===== src/rtl/wb_alu_master.sv =====
// wb_alu_master: Wishbone pipelined-mode master that drives an 8-bit ALU slave.
// It takes one command (A, B, op read address) and issues five bus requests:
// write A, write B, read op (triggers the ALU), read result, read flags.
// The result and flags come back on a valid/ready response channel. If the
// final ack does not arrive within TIMEOUT_CYCLES, the sequence is aborted
// and an error response is returned.
module wb_alu_master #(
    parameter logic [7:0] RES_ADDR       = 8'h03,
    parameter logic [7:0] FLAGS_ADDR     = 8'h02,
    parameter int         TIMEOUT_CYCLES = 64
) (
    input  logic       i_clk,
    input  logic       reset_n,
    // command channel
    input  logic       i_cmd_valid,
    output logic       o_cmd_ready,
    input  logic [7:0] i_cmd_a,
    input  logic [7:0] i_cmd_b,
    input  logic [7:0] i_cmd_op,
    // response channel
    output logic       o_rsp_valid,
    input  logic       i_rsp_ready,
    output logic [7:0] o_rsp_result,
    output logic [7:0] o_rsp_flags,
    output logic       o_rsp_err,
    // wishbone master
    output logic       o_wb_cyc,
    output logic       o_wb_stb,
    output logic       o_wb_we,
    output logic [7:0] o_wb_addr,
    output logic [7:0] o_wb_data,
    input  logic       i_wb_ack,
    input  logic       i_wb_stall,
    input  logic [7:0] i_wb_data
);

    typedef enum logic [1:0] {
        IDLE  = 2'd0,
        ISSUE = 2'd1,
        WAIT  = 2'd2,
        RESP  = 2'd3
    } state_t;

    localparam logic [7:0] TIMER_LAST = 8'(TIMEOUT_CYCLES - 1);
    localparam logic [2:0] LAST_IDX   = 3'd4;
    localparam logic [2:0] ACK_TOTAL  = 3'd5;

    state_t     state;
    logic [7:0] b_q;
    logic [7:0] op_q;
    logic [2:0] issue_idx;
    logic [2:0] ack_cnt;
    logic [7:0] timer;

    logic [2:0] idx_nxt;
    logic       nxt_we;
    logic [7:0] nxt_addr;
    logic [7:0] nxt_data;
    logic       in_seq;
    logic       ack_in;
    logic       fifth_ack;
    logic       timeout;
    logic       req_taken;

    assign idx_nxt   = issue_idx + 3'd1;
    assign in_seq    = (state == ISSUE) || (state == WAIT);
    // acks only count while a bus cycle is open
    assign ack_in    = in_seq && o_wb_cyc && i_wb_ack;
    assign fifth_ack = ack_in && (ack_cnt == 3'd4);
    // a coincident final ack takes priority over the timeout
    assign timeout   = in_seq && (timer == TIMER_LAST) && !fifth_ack;
    assign req_taken = (state == ISSUE) && o_wb_stb && !i_wb_stall;

    // Request presented after the current one is accepted. Index 0 (write A)
    // is loaded directly from the command at accept time, so A needs no register.
    always_comb begin
        nxt_we   = 1'b0;
        nxt_addr = 8'h00;
        nxt_data = 8'h00;
        case (idx_nxt)
            3'd1: begin
                nxt_we   = 1'b1;
                nxt_addr = 8'h01;
                nxt_data = b_q;
            end
            3'd2:    nxt_addr = op_q;
            3'd3:    nxt_addr = RES_ADDR;
            3'd4:    nxt_addr = FLAGS_ADDR;
            default: ;
        endcase
    end

    // Sequencer FSM: all bus and response outputs are registered here.
    always_ff @(posedge i_clk or negedge reset_n) begin
        if (!reset_n) begin
            state        <= IDLE;
            b_q          <= 8'h00;
            op_q         <= 8'h00;
            issue_idx    <= 3'd0;
            ack_cnt      <= 3'd0;
            timer        <= 8'h00;
            o_cmd_ready  <= 1'b1;
            o_rsp_valid  <= 1'b0;
            o_rsp_result <= 8'h00;
            o_rsp_flags  <= 8'h00;
            o_rsp_err    <= 1'b0;
            o_wb_cyc     <= 1'b0;
            o_wb_stb     <= 1'b0;
            o_wb_we      <= 1'b0;
            o_wb_addr    <= 8'h00;
            o_wb_data    <= 8'h00;
        end else begin
            case (state)
                IDLE: begin
                    if (i_cmd_valid && o_cmd_ready) begin
                        b_q          <= i_cmd_b;
                        op_q         <= i_cmd_op;
                        issue_idx    <= 3'd0;
                        ack_cnt      <= 3'd0;
                        timer        <= 8'h00;
                        o_rsp_result <= 8'h00;
                        o_rsp_flags  <= 8'h00;
                        o_rsp_err    <= 1'b0;
                        o_cmd_ready  <= 1'b0;
                        o_wb_cyc     <= 1'b1;
                        o_wb_stb     <= 1'b1;
                        o_wb_we      <= 1'b1;
                        o_wb_addr    <= 8'h00;
                        o_wb_data    <= i_cmd_a;
                        state        <= ISSUE;
                    end
                end

                ISSUE, WAIT: begin
                    timer <= timer + 8'h01;

                    // 4th ack carries the result, 5th the flags; others are discarded
                    if (ack_in && (ack_cnt < ACK_TOTAL)) begin
                        ack_cnt <= ack_cnt + 3'd1;
                        if (ack_cnt == 3'd3) o_rsp_result <= i_wb_data;
                        if (ack_cnt == 3'd4) o_rsp_flags  <= i_wb_data;
                    end

                    if (fifth_ack || timeout) begin
                        o_wb_cyc    <= 1'b0;
                        o_wb_stb    <= 1'b0;
                        o_wb_we     <= 1'b0;
                        o_wb_addr   <= 8'h00;
                        o_wb_data   <= 8'h00;
                        o_rsp_valid <= 1'b1;
                        o_rsp_err   <= timeout;
                        state       <= RESP;
                        if (timeout) begin
                            o_rsp_result <= 8'h00;
                            o_rsp_flags  <= 8'h00;
                        end
                    end else if (req_taken) begin
                        if (issue_idx == LAST_IDX) begin
                            // all requests out; keep cyc open for the remaining acks
                            o_wb_stb  <= 1'b0;
                            o_wb_we   <= 1'b0;
                            o_wb_addr <= 8'h00;
                            o_wb_data <= 8'h00;
                            state     <= WAIT;
                        end else begin
                            issue_idx <= idx_nxt;
                            o_wb_we   <= nxt_we;
                            o_wb_addr <= nxt_addr;
                            o_wb_data <= nxt_data;
                        end
                    end
                end

                RESP: begin
                    if (i_rsp_ready) begin
                        o_rsp_valid <= 1'b0;
                        o_cmd_ready <= 1'b1;
                        state       <= IDLE;
                    end
                end

                default: state <= IDLE;
            endcase
        end
    end

endmodule

===== config.mk =====
export PLATFORM = sky130hd
export DESIGN_NAME = wb_alu_master
export DESIGN_NICKNAME = d
export VERILOG_FILES = /design/src/rtl/wb_alu_master.sv
export SDC_FILE = /design/constraint.sdc
export NUM_CORES = 1
export LEC_CHECK = 0
export BUFFER_PORTS_ARGS = -buffer_cell sky130_fd_sc_hd__buf_2
export CORE_MARGIN = 2
export CORE_UTILIZATION = 50
export DETAILED_ROUTE_END_ITERATION = 7
export HOLD_SLACK_MARGIN = 0.02
export PLACE_DENSITY = 0.74
export SETUP_SLACK_MARGIN = 0.4
export SLEW_MARGIN = 20
export SYNTH_ARGS = -nofsm -noshare
export SYNTH_HDL_FRONTEND = slang
export SYNTH_SLANG_ARGS = --single-unit

===== constraint.sdc =====
create_clock -name i_clk -period 3.03 [get_ports i_clk]
set_input_delay 0 -clock i_clk [delete_from_list [all_inputs] [get_ports i_clk]]
set_output_delay 0 -clock i_clk [all_outputs]
set_load 0.005 [all_outputs]

==> impl_metrics.py <==
metrics = {
    "clock_network": {
        "insertion_delay_ns": 0.35,
        "cts_buffers": 9,
        "cts-root-buf": "clkbuf_8",
        "htreeDepth": 3,
        "clkTransAtPathRegs_ns": 0.07,
        "cts_sinks": 70,
        "tritoncts": "done",
        "cts_buffer_depth": 2,
    },
    "die": {
        "rows": 30,
        "chipWidth_um": 87.3,
        "dieArea_um2": 7630,
        "ioPinCount": 76,
        "fp.dieH_um": 87.3,
        "core-area_um2": 6760,
        "initial_utilization_pct": 51.4,
    },
    "timing": {
        "setup_tns_ns": 0,
        "skew_ns": 0.00884,
        "slew_headroom_pct": 55.0,
        "min_period_ns": 2.35,
        "period_share_pct": 77.5,
        "worst_slew_pin_slew_ns": 0.675,
        "maxClockFrequency_mhz": 426,
        "slew_violations": 0,
        "grt_setup_unrepaired": "false",
        "finalSetupViolations": 0,
        "finalHoldViolCount": 0,
    },
    "synthesis": {
        "synthTopCellsByArea": "dfrtp_1, nand2_1, mux2i_1, ha_1, mux2_4",
        "synth.most_common_cell": "dfrtp_1",
        "netlist_area_um2": 3470,
        "yosysWarnings": 0,
        "synth_commonest_cells": "dfrtp_1, nand2_1, nor2_1, mux2i_1, inv_1",
        "synthArstFlopShare_pct": 100,
        "yosys.area.top_type": "dfrtp_1",
        "ys.flop_type": "dfrtp_1",
        "synth-seq-area-share_pct": 50.5,
        "synth_edf_count": 0,
        "netlist_instances": 322,
        "synth_cell_types": 56,
        "synth-seq-cells": 70,
        "syn_nets": 372,
        "synth_top_area_share_pct": 49.7,
        "syn_avg_cell_area_um2": 10.8,
    },
    "routing": {
        "drc": 0,
        "dr.first_iter.drc_count": 116,
        "via_count": 2840,
        "wl_um": 8150,
        "firstDrtPassIters": 4,
        "postRouteAntennaNets": 0,
        "viasPerCell": 5.44,
        "wire_per_inst_um": 15.6,
    },
    "power": {
        "switching_share_pct": 19.5,
        "power.net_switching_w": 0.000391,
        "p_per_area_nw_per_um2": 440,
        "p_int_w": 0.00162,
        "pwr-share-seq_pct": 46.5,
        "p_comb_share_pct": 4.3,
        "p_leak_nw": 2.50,
        "ir_worst_vdd_mv": 0.304,
        "p_clk_share_pct": 49.1,
        "total_power_w": 0.00201,
    },
    "cells_and_area": {
        "nets": 487,
        "final-instance-count-excl-fill": 522,
        "num_antenna_cells": 0,
        "syn_to_final_growth_pct": 31.4,
        "layout-drive-gt1-share_pct": 28.5,
    },
    "worst_hold_path": {
        "min-delay-path-class": "input pin to flop",
        "worstHoldStart": "i_cmd_valid",
        "min_delay_path_depth": 3,
        "worstHoldEndpoint": "timer[1]",
    },
    "grt": {
        "grt_overflow": 0,
        "grt_pass1_wl_um": 13300,
        "grt_pass1_vias": 2886,
        "grt_usage_pct": 22.9,
        "grt_max_degree": 47,
        "antenna_found_initial": 0,
    },
    "placed_design": {
        "io_buffers": 75,
        "gp_congestion": 0.801,
        "dp.cells": 470,
        "dp_hpwl_um": 5310,
    },
    "setup_path": {
        "rr_worst_depth": 7,
        "crit_type": "flop to flop",
        "end_kind": "flop",
        "crit_arrival_ns": 2.58,
        "required_ns": 3.26,
        "reg2reg_slack_ns": 0.68,
        "r2r_end": "state[0]",
        "cp_max_fo": 14,
        "cp-startpoint": "state[0]",
        "r2r-start": "state[0]",
        "cp-start-kind": "flop",
    },
    "status": {
        "status": "completed",
    },
    "run": {
        "cap_violations": 0,
    },
}
cells by family after synthesis:
family                     Yosys count  synth area share [%]
AOI/OAI and AO/OA                   51                  13.0
xor gates and xnor gates             8                  2.02
adders and majority gates           12                  4.32
buffers and inverters               31                  3.93
DFF                                 70                  50.5
muxes                               35                  11.4
and+or+nand+nor                    115                  14.8
through the flow:
stage	util [%]	instance area [um2]	setup slack, ns	hold slack [ns]
floorplan	-	3470	1.01	-0.296
global placement	58.1	3930	0.479	0.0247
detailed placement	58.1	3930	0.385	0.0250
CTS	67.5	4560	0.509	0.114
global route	67.5	4560	0.514	0.127
finish	67.5	4560	0.682	0.134
routing by layer:
| layer | wire length [um] | vias to the layer above | track usage, % |
|---|---|---|---|
| li1 | - | 1356 | - |
| met1 | 3520 | 1388 | 29.5 |
| met2 | 4070 | 85 | 37.5 |
| met3 | 436 | 11 | 7.58 |
| met4 | 114 | 0 | 5.59 |
| met5 | 0 | - | 0 |
power by group through the flow:
stage	Clock (W)	Sequential (W)	Combinational, W
after detailed placement	0	0.000952	0.0000534
after global placement	0	0.000952	0.0000526
final	0.000986	0.000934	0.0000871
after floorplan	0	0.000952	0.00000664
after global routing	0.00106	0.000933	0.0000959
after CTS	0.00101	0.000934	0.0000870
worst max-delay path by stage:
| stage | to | slack [ns] | cells past startpoint |
|---|---|---|---|
| 6_report | state[0] | 0.68 | 7 |
| 3_5_place_dp | o_wb_addr[2] | 0.39 | 6 |
| 2_1_floorplan | o_wb_data[0] | 1.01 | 8 |
| 4_1_cts | state[0] | 0.51 | 7 |
| 3_3_place_gp | o_wb_addr[6] | 0.48 | 6 |
| 5_1_grt | o_rsp_result[2] | 0.51 | 7 |
sequential cells by signal (all words and copies together), names as in the netlist:
signal,count
issue_idx,3
state,2
o_wb_we,1
ack_cnt,3
o_rsp_err,1
o_rsp_result,8
o_rsp_valid,1
o_wb_stb,1
o_wb_data,8
o_cmd_ready,1
o_wb_addr,8
o_rsp_flags,8
o_wb_cyc,1
timer,8
op_q,8
b_q,8
placed cells by master (no fill, tap or decap), types with 4 or more instances in the layout:
cell / Yosys / routed
ha_1: 12 / 11
xnor2_1: 6 / 6
clkbuf_8: 0 / 9
nor2_1: 26 / 26
buf_2: 4 / 75
nand2_1: 58 / 58
mux2_4: 7 / 7
inv_1: 17 / 17
dlygate4sd3_1: 0 / 35
mux2_2: 9 / 9
o21ai_0: 7 / 7
a32o_1: 9 / 9
a21oi_1: 7 / 7
and3_1: 10 / 10
bufinv_16: 0 / 4
dfrtp_1: 69 / 69
buf_4: 2 / 7
mux2i_1: 19 / 19
nand3_1: 4 / 4
area by class of cell:
class	instances	area, um2
sequential	70	1750
tap	80	100
timing repair buffer	118	798
clock inverter	6	134
clock buffer	10	128
fill	515	2190
inverter	17	63.8
multi-input combinational	221	1590
critical path, cell delays in order, from the launching register on:
cell	delay, ns
dfrtp_1	0.40
inv_1	0.06
ha_2	0.47
inv_1	0.27
a311oi_4	0.41
buf_4	0.24
a21oi_1	0.10
mux2_2	0.28
what timing repair did:
| action | CTS | global route |
|---|---|---|
| endpoints found under the setup margin | 7 | 17 |
| pin swaps | 0 | 1 |
| hold buffers | 35 | 0 |
| gates cloned | 0 | 0 |
| setup buffers | 1 | 0 |
| endpoints found under the hold margin | 65 | 0 |
| resized for setup | 0 | 1 |
No activity file was read; power rests on OpenSTA's default activity.
